<file path="src/rtl/fetch_queue.sv">
//------------------------------------------------------------------------------
// fetch_queue
//
// Dual-issue instruction queue between fetch and decode. Fetch delivers one
// instruction pair per cycle together with the PC that follows the pair. The
// pair is split into two single-instruction slots of a circular array. Decode
// sees the two oldest instructions, each with its own PC and valid flag, and
// consumes 0, 1 or 2 of them per cycle. A redirect (flush) empties the queue.
//
// Parameters
//   DEPTH    capacity in instruction pairs (2*DEPTH slots), power of two, >= 2
//   D_WIDTH  instruction and PC width
//
// Ports
//   clk             in   clock, all state updates on the rising edge
//   rst_n           in   synchronous active-low reset
//   i_Valid         in   fetch pair valid
//   i_PC            in   address after the pair (older instr at i_PC-8)
//   i_Instruction1  in   older instruction of the pair
//   i_Instruction2  in   younger instruction of the pair
//   i_Flush         in   pipeline redirect, discards everything
//   i_Consume       in   instructions taken by decode (3 behaves as 2)
//   o_StallF        out  fetch must hold its PC (fewer than 2 free slots)
//   o_Valid1/2      out  head / head+1 slot holds an instruction
//   o_Instruction1/2 out head / head+1 instruction (stale when not valid)
//   o_PC1/2         out  address of head / head+1 instruction
//   o_Count         out  occupied slots
//   o_StallCycles   out  (FETCHQ_PERF_EN only) saturating count of cycles in
//                        which fetch offered a pair while stalled
//
// Build option: define FETCHQ_PERF_EN to add the o_StallCycles counter.
//------------------------------------------------------------------------------
module fetch_queue #(
   parameter int DEPTH   = 4,
   parameter int D_WIDTH = 32
) (
   input  logic                              clk,
   input  logic                              rst_n,
   input  logic                              i_Valid,
   input  logic [D_WIDTH-1:0]                i_PC,
   input  logic [D_WIDTH-1:0]                i_Instruction1,
   input  logic [D_WIDTH-1:0]                i_Instruction2,
   input  logic                              i_Flush,
   input  logic [1:0]                        i_Consume,
   output logic                              o_StallF,
   output logic                              o_Valid1,
   output logic                              o_Valid2,
   output logic [D_WIDTH-1:0]                o_Instruction1,
   output logic [D_WIDTH-1:0]                o_Instruction2,
   output logic [D_WIDTH-1:0]                o_PC1,
   output logic [D_WIDTH-1:0]                o_PC2,
`ifdef FETCHQ_PERF_EN
   output logic [15:0]                       o_StallCycles,
`endif
   output logic [$clog2(2*DEPTH):0]          o_Count
);

   localparam int SLOTS = 2 * DEPTH;
   localparam int PW    = $clog2(SLOTS);
   localparam int CW    = PW + 1;

   typedef struct packed {
      logic [D_WIDTH-1:0] instr;
      logic [D_WIDTH-1:0] pc;
   } slot_t;

   slot_t            slot_q [SLOTS];
   logic [PW-1:0]    wp_q, wp_d;
   logic [PW-1:0]    rp_q, rp_d;
   logic [CW-1:0]    count_q, count_d;

   logic             stall;
   logic             wr;
   logic [1:0]       consume_eff;
   logic [CW-1:0]    rd;
   logic [PW-1:0]    wp_plus1;
   logic [PW-1:0]    rp_plus1;

   // Stall looks at registered occupancy only: a same-cycle read never frees
   // room for the same-cycle write, which keeps o_StallF off the decode path.
   assign stall    = (count_q > CW'(SLOTS - 2));
   assign wr       = i_Valid & ~stall & ~i_Flush;
   assign wp_plus1 = wp_q + PW'(1);
   assign rp_plus1 = rp_q + PW'(1);

   // NOTE: every signal assigned in always_comb gets a default first so no
   // path leaves it unassigned, which would infer a latch.
   always_comb begin
      consume_eff = (i_Consume == 2'd3) ? 2'd2 : i_Consume;
      // Over-consume is clipped to what is actually held.
      rd          = (CW'(consume_eff) > count_q) ? count_q : CW'(consume_eff);
      wp_d        = wp_q;
      rp_d        = rp_q;
      count_d     = count_q;
      if (i_Flush) begin
         wp_d    = '0;
         rp_d    = '0;
         count_d = '0;
      end else begin
         if (wr) begin
            wp_d = wp_q + PW'(2);
         end
         rp_d    = rp_q + PW'(rd);
         count_d = count_q + (wr ? CW'(2) : CW'(0)) - rd;
      end
   end

   // NOTE: state uses non-blocking assignments so every register samples the
   // pre-edge values regardless of statement order.
   always_ff @(posedge clk) begin
      if (!rst_n) begin
         wp_q    <= '0;
         rp_q    <= '0;
         count_q <= '0;
         // NOTE: the slot array is cleared on reset because the outputs must
         // read 0 afterwards; this costs a reset on every slot flop.
         for (int i = 0; i < SLOTS; i++) begin
            slot_q[i] <= '0;
         end
      end else begin
         if (wr) begin
            slot_q[wp_q]     <= '{instr: i_Instruction1, pc: i_PC - D_WIDTH'(8)};
            slot_q[wp_plus1] <= '{instr: i_Instruction2, pc: i_PC - D_WIDTH'(4)};
         end
         wp_q    <= wp_d;
         rp_q    <= rp_d;
         count_q <= count_d;
      end
   end

   assign o_StallF       = stall;
   assign o_Valid1       = (count_q >= CW'(1));
   assign o_Valid2       = (count_q >= CW'(2));
   assign o_Instruction1 = slot_q[rp_q].instr;
   assign o_PC1          = slot_q[rp_q].pc;
   assign o_Instruction2 = slot_q[rp_plus1].instr;
   assign o_PC2          = slot_q[rp_plus1].pc;
   assign o_Count        = count_q;

`ifdef FETCHQ_PERF_EN
   logic [15:0] stall_cycles_q;

   // Counts cycles where fetch had a pair ready but was held off.
   always_ff @(posedge clk) begin
      if (!rst_n) begin
         stall_cycles_q <= '0;
      end else if (i_Valid && stall && !i_Flush && (stall_cycles_q != 16'hFFFF)) begin
         stall_cycles_q <= stall_cycles_q + 16'd1;
      end
   end

   assign o_StallCycles = stall_cycles_q;
`endif

endmodule

</file>
<file path="config.mk">
export PLATFORM = sky130hd
export DESIGN_NAME = fetch_queue
export DESIGN_NICKNAME = d
export VERILOG_FILES = /design/src/rtl/fetch_queue.sv
export SDC_FILE = /design/constraint.sdc
export NUM_CORES = 1
export LEC_CHECK = 0
export CAP_MARGIN = 25
export CORE_MARGIN = 1.5
export CORE_UTILIZATION = 40
export DETAILED_ROUTE_END_ITERATION = 10
export PLACE_DENSITY = 0.69
export SETUP_SLACK_MARGIN = 0.02
export SYNTH_ARGS = -nofsm -noshare
export SYNTH_HDL_FRONTEND = slang
export SYNTH_SLANG_ARGS = --single-unit
</file>
<file path="constraint.sdc">
create_clock -name clk -period 6.45 [get_ports clk]
set_clock_uncertainty 0.05 [all_clocks]
set_input_delay 1.29 -clock clk [delete_from_list [all_inputs] [get_ports clk]]
set_output_delay 1.29 -clock clk [all_outputs]
set_load 0.01 [all_outputs]
</file>
After elaboration in Yosys (flattened, before gate mapping)
Memories as Yosys holds them, arrays and structs flattened. A register that Yosys moved wholly into a read port is not among the register bits.
Cells that the tools add are included.
{"block": "totals", "out_inout_bits": 135, "reg_bits": 10, "inputBits": 102, "wordCells": 39, "n_memories": 1, "ramBits": 512}
{"name": "slot_q", "words": 8, "word_bits": 64, "rd": 2, "rd_clocked_by_memory_dff": 1, "write_ports": 8, "line": "67", "text": "slot_t slot_q [SLOTS];"}
{"block": "op_classes", "n_eq_ne": 1, "magnitude_cmp": 4, "n_addsub": 8, "n_reduce_logical": 3, "n_mux": 14, "bitwise_logic": 5}
{"operator": "2-to-1 mux 64 bit", "n": 2}
{"operator": "OR reduction 64 bit", "n": 2}
{"operator": "subtractor 32 x 3 -> 32 bit, second input constant", "n": 1}
{"operator": "subtractor 32 x 4 -> 32 bit, second input constant", "n": 1}
{"operator": "2-to-1 mux 3 bit", "n": 3}
{"operator": "adder 3 x 1 -> 3 bit, second input constant", "n": 2}
{"operator": "2-to-1 mux 1 bit", "n": 6}
{"operator": "adder 4 x 2 -> 4 bit", "n": 1}
{"operator": ">= comparator 4 x 1 -> 1 bit, second input constant", "n": 1}
{"operator": ">= comparator 4 x 2 -> 1 bit, second input constant", "n": 1}
{"operator": "> comparator 2 x 4 -> 1 bit", "n": 1}
{"operator": "> comparator 4 x 3 -> 1 bit, second input constant", "n": 1}
{"operator": "2-to-1 mux 2 bit", "n": 2}
{"operator": "2-to-1 mux 4 bit", "n": 1}
{"operator": "subtractor 4 bit", "n": 1}
{"operator": "adder 3 x 2 -> 3 bit, second input constant", "n": 1}
{"operator": "adder 3 bit", "n": 1}
{"operator": "inverter 1 bit", "n": 3}
{"operator": "AND 1 bit", "n": 2}
{"operator": "equality test 2 bit, second input constant", "n": 1}
{"operator": "OR reduction 2 bit", "n": 1}

Depth between registers and ports, before layout
{"block": "logic_depth", "ltp_word": 9, "mapped_depth": 11, "ltp_nobuf": 11}

Worst setup path before layout
Ideal clock, no wire load.
{"block": "synth_path", "path_kind": "input to register", "from": "in rst_n", "to": "mem slot_q[0][10] (netlist bit), enable pin", "required_time_ns": 5.910, "setup_time_ns": 0.490, "path_stages": 6, "slack_ns": 0.550, "n_path_buf": 2, "arrival_ns": 5.360, "path_cell_list": "clkbuf_1 -> nand2b_1 -> nor4b_1 -> nand2_1 -> clkbuf_1 -> nand2_1"}
{"item": "from (decl)", "line": "38", "text": "input logic rst_n,"}
{"item": "to (decl)", "line": "67"}

Final worst setup path
{"block": "layout_path", "from": "reg rp_q[1]", "to": "out o_Instruction2[30]"}
{"block": "layout_via", "elab_chain_len": 2}
{"item": "from (decl)", "line": "69", "text": "logic [PW-1:0] rp_q, rp_d;"}
{"item": "from (signal assigned)", "line": "126", "text": "rp_q <= rp_d;"}
{"item": "adder 3 x 1 -> 3 bit", "line": "84", "text": "assign rp_plus1 = rp_q + PW'(1);"}
{"item": "memory read (8 x 64 bit)"}
{"item": "to (decl)", "line": "49", "text": "output logic [D_WIDTH-1:0] o_Instruction2,"}
Every way passes these cells.

==> run_results.csv <==
group,metric,value,unit
worst_setup_path,crit_slowest_cell,"ha_4",
worst_setup_path,critPathTopFamily,"adder cells",
final_layout,final_cell_mix,"edfxtp_1, and2_1, mux4_2",
worst_setup_path,crit_type,"reg -> out",
run,max_cap_violations,0,
global_route,grt_max_degree,151,
drt,routed_via_density,5.65,
die,num_rows,97,
die,die-area,72100,um^2
timing,post-route-period-util,77.4,%
final_layout,fin_cells,3025,
worst_setup_path,crit_chain,"ha_4 > buf_12 > mux4_2 > mux2_2 > clkdlybuf4s50_1",
synthesis,synth_top_cell_area_share,53.7,%
timing,rsz0062_at_grt,"false",
pwr,leakagePower,10.9,nW
final_layout,area_growth,18.3,%
clock_network,cts_buffers,52,
clock_network,ctsResizeCount,0,
die,die_x,268,um
place,preCtsSetupSlack,1.35,ns
die,dieHeight,268,um
synthesis,synth_fp_nets,1986,
global_route,grt_usage,19.9,%
worst_setup_path,end_kind,"output port",
worst_hold_path,hold_path_class,"reg -> reg",
synthesis,synth_ff_type,"edfxtp_1",
synthesis,synth_area,28200,um^2
clock_network,clock_path_buffers,3,
timing,tns,0,ns
synthesis,synth-seq-cells,513,
drt,drt_iter0_drc,1232,
die,core-area,69900,um^2
worst_setup_path,path_buf_inv,2,
die,start_util,40.3,%
synthesis,synthesis.instances,1865,
global_route,grt_overflow_total,0,
drt,num_vias,17098,
clock_network,clk_pin_slew,0.06,ns
synthesis,synth_edf_count,504,
pwr,power_density,284,nW/um^2
synthesis,synthArstFlopShare,0,%
synthesis,yosys.area.top_type,"edfxtp_1",
synthesis,ys_warn_count,0,
final_layout,final_common_cell,"edfxtp_1",
timing,final-hold-violation-count,0,
clock_network,cts_tree,"done",
worst_setup_path,start_kind,"flop",
place,placed_area,31600,um^2
timing,layout_min_cycle_time,4.99,ns
clock_network,htreeDepth,2,
global_route,grt_pass1_vias,17863,
synthesis,synth.distinct_cells,44,
drt,wirelength,71.6,mm
die,top_level_ports,237,
clock_network,cts_hold_buffers,0,
timing,setup_viol,0,
clock_network,clock-sinks,513,
clock_network,root_buffer,"clkbuf_16",
global_route,grt_pass1_wl,108,mm
synthesis,yosysSeqAreaShare,54.3,%
worst_setup_path,cp.arrival,3.65,ns
timing,fin_ws,1.46,ns
pwr,p_total,0.00947,W
place,dp_hpwl,46.2,mm
timing,slew_viol_final,0,
worst_setup_path,cpPeakStageDelay,0.98,ns
worst_setup_path,cp_data_required_time,5.11,ns
timing,maxSlewHeadroom,28.0,%
clock_network,clock_latency,0.59,ns
place,gp_congestion,0.872,
drt,first_pass_iters,5,
synthesis,syn_avg_cell_area,15.1,um^2
place,placed_cells,2920,
final_layout,final_layout_size_suffix_gt1_share,24.5,%
pwr,max-vdd-ir-drop,0.228,mV
drt,drc_errors,0,
synthesis,synth_area_leaders,"edfxtp_1, mux4_2, and2_1",
worst_setup_path,critPathMaxFanout,56,
clock_network,post_cts_buffers,0,
drt,wl_per_cell,23.7,um
timing,tightest_slew,1.08,ns
status,status,"finished, final reports clean",
final_layout,design_area,33300,um^2
timing,fmax,200,MHz
final_layout,layout.nets,2158,
place,io_buffers,236,
drt,ant_nets,0,
global_route,antenna_found_initial,11,
==> layer usage <==
| metal | GRT usage (%) | share of wire [%] | vias up | routed length (um) |
|---|---|---|---|---|
| met2 | 34.3 | 52 | 504 | 36900 |
| met3 | 3.72 | 5.8 | 112 | 4170 |
| met4 | 7.70 | 3.2 | 8 | 2320 |
| li1 | - | - | 7527 | - |
| met1 | 24.8 | 39 | 8947 | 28100 |
| met5 | 0 | 0.066 | - | 47 |
==> state kept, by name (all words and copies together), names as in the netlist <==
signal / cells
o_Count: 4
slot_q: 504
rp_q: 3
wp_q: 2
==> final timing paths <==
path,slack [ns],end,depth (start not counted),startpoint
setup / recovery,1.46,o_Instruction2[30],5,rp_q[1]$_SDFF_PP0_
hold / removal,0.53,wp_q[2]$_SDFFE_PP0P_,2,wp_q[2]$_SDFFE_PP0P_
setup reg to reg,2.81,slot_q[0][50]$_SDFFCE_PN0P_,8,o_Count[3]$_SDFF_PP0_
hold reg to reg,0.53,wp_q[2]$_SDFFE_PP0P_,2,wp_q[2]$_SDFFE_PP0P_
==> report_power, final <==
group	internal, W	total (W)	switching, W
Clock	0.00180	0.00308	0.00128
Sequential	0.00385	0.00397	0.000121
Combinational	0.00130	0.00243	0.00112
Total	0.00695	0.00947	0.00252
==> area by class of cell <==
class	count	area, um^2
Fill cell	5964	36600
Clock inverter	33	335
Inverter	12	45.0
Multi-Input combinational cell	1188	12300
Antenna cell	7	17.5
Tap cell	940	1180
Sequential cell	513	15300
Clock buffer	62	1380
Timing Repair Buffer	270	2750
==> cell families after synthesis <==
logic type,Yosys count,share of synthesized area [%]
compound gates,12,0.253
xor+xnor,33,1.03
fa+ha+maj,19,0.924
buf+inv,164,2.25
flops,513,54.3
mux,478,28.7
simple gates,646,12.5
==> synth_stat cells (all sizes together) (2+ instances only) <==
master / number
edfxtp: 504
and2: 267
mux4: 252
nor2: 165
mux2: 124
clkbuf: 112
mux2i: 102
nand2: 78
nand2b: 54
buf: 40
xor2: 25
nor4: 20
ha: 16
nand4: 14
inv: 12
nor3: 12
dfxtp: 9
nand3: 9
xnor2: 8
a21oi: 5
nor4b: 5
or4: 5
nand3b: 4
nor3b: 4
fa: 3
nor2b: 3
o21ai: 3
or2: 3
and3: 2
==> through the flow <==
step	util, %	hold WS (ns)
after floorplan	-	0.464
after global placement	45.1	0.494
after detailed placement	45.1	0.519
after CTS	47.6	0.528
after global routing	47.7	0.555
final	47.7	0.530
==> worst register-to-register path: stages, from the launching register on <==
cell and delay, ns:
dfxtp_1 0.42, inv_1 0.11, ha_1 0.21, and3_1 0.25, nor4b_1 0.66, nand2_1 0.13
buf_4 0.30, nand2_4 0.55, buf_4 0.60
Power figures use the tool's default switching activity.
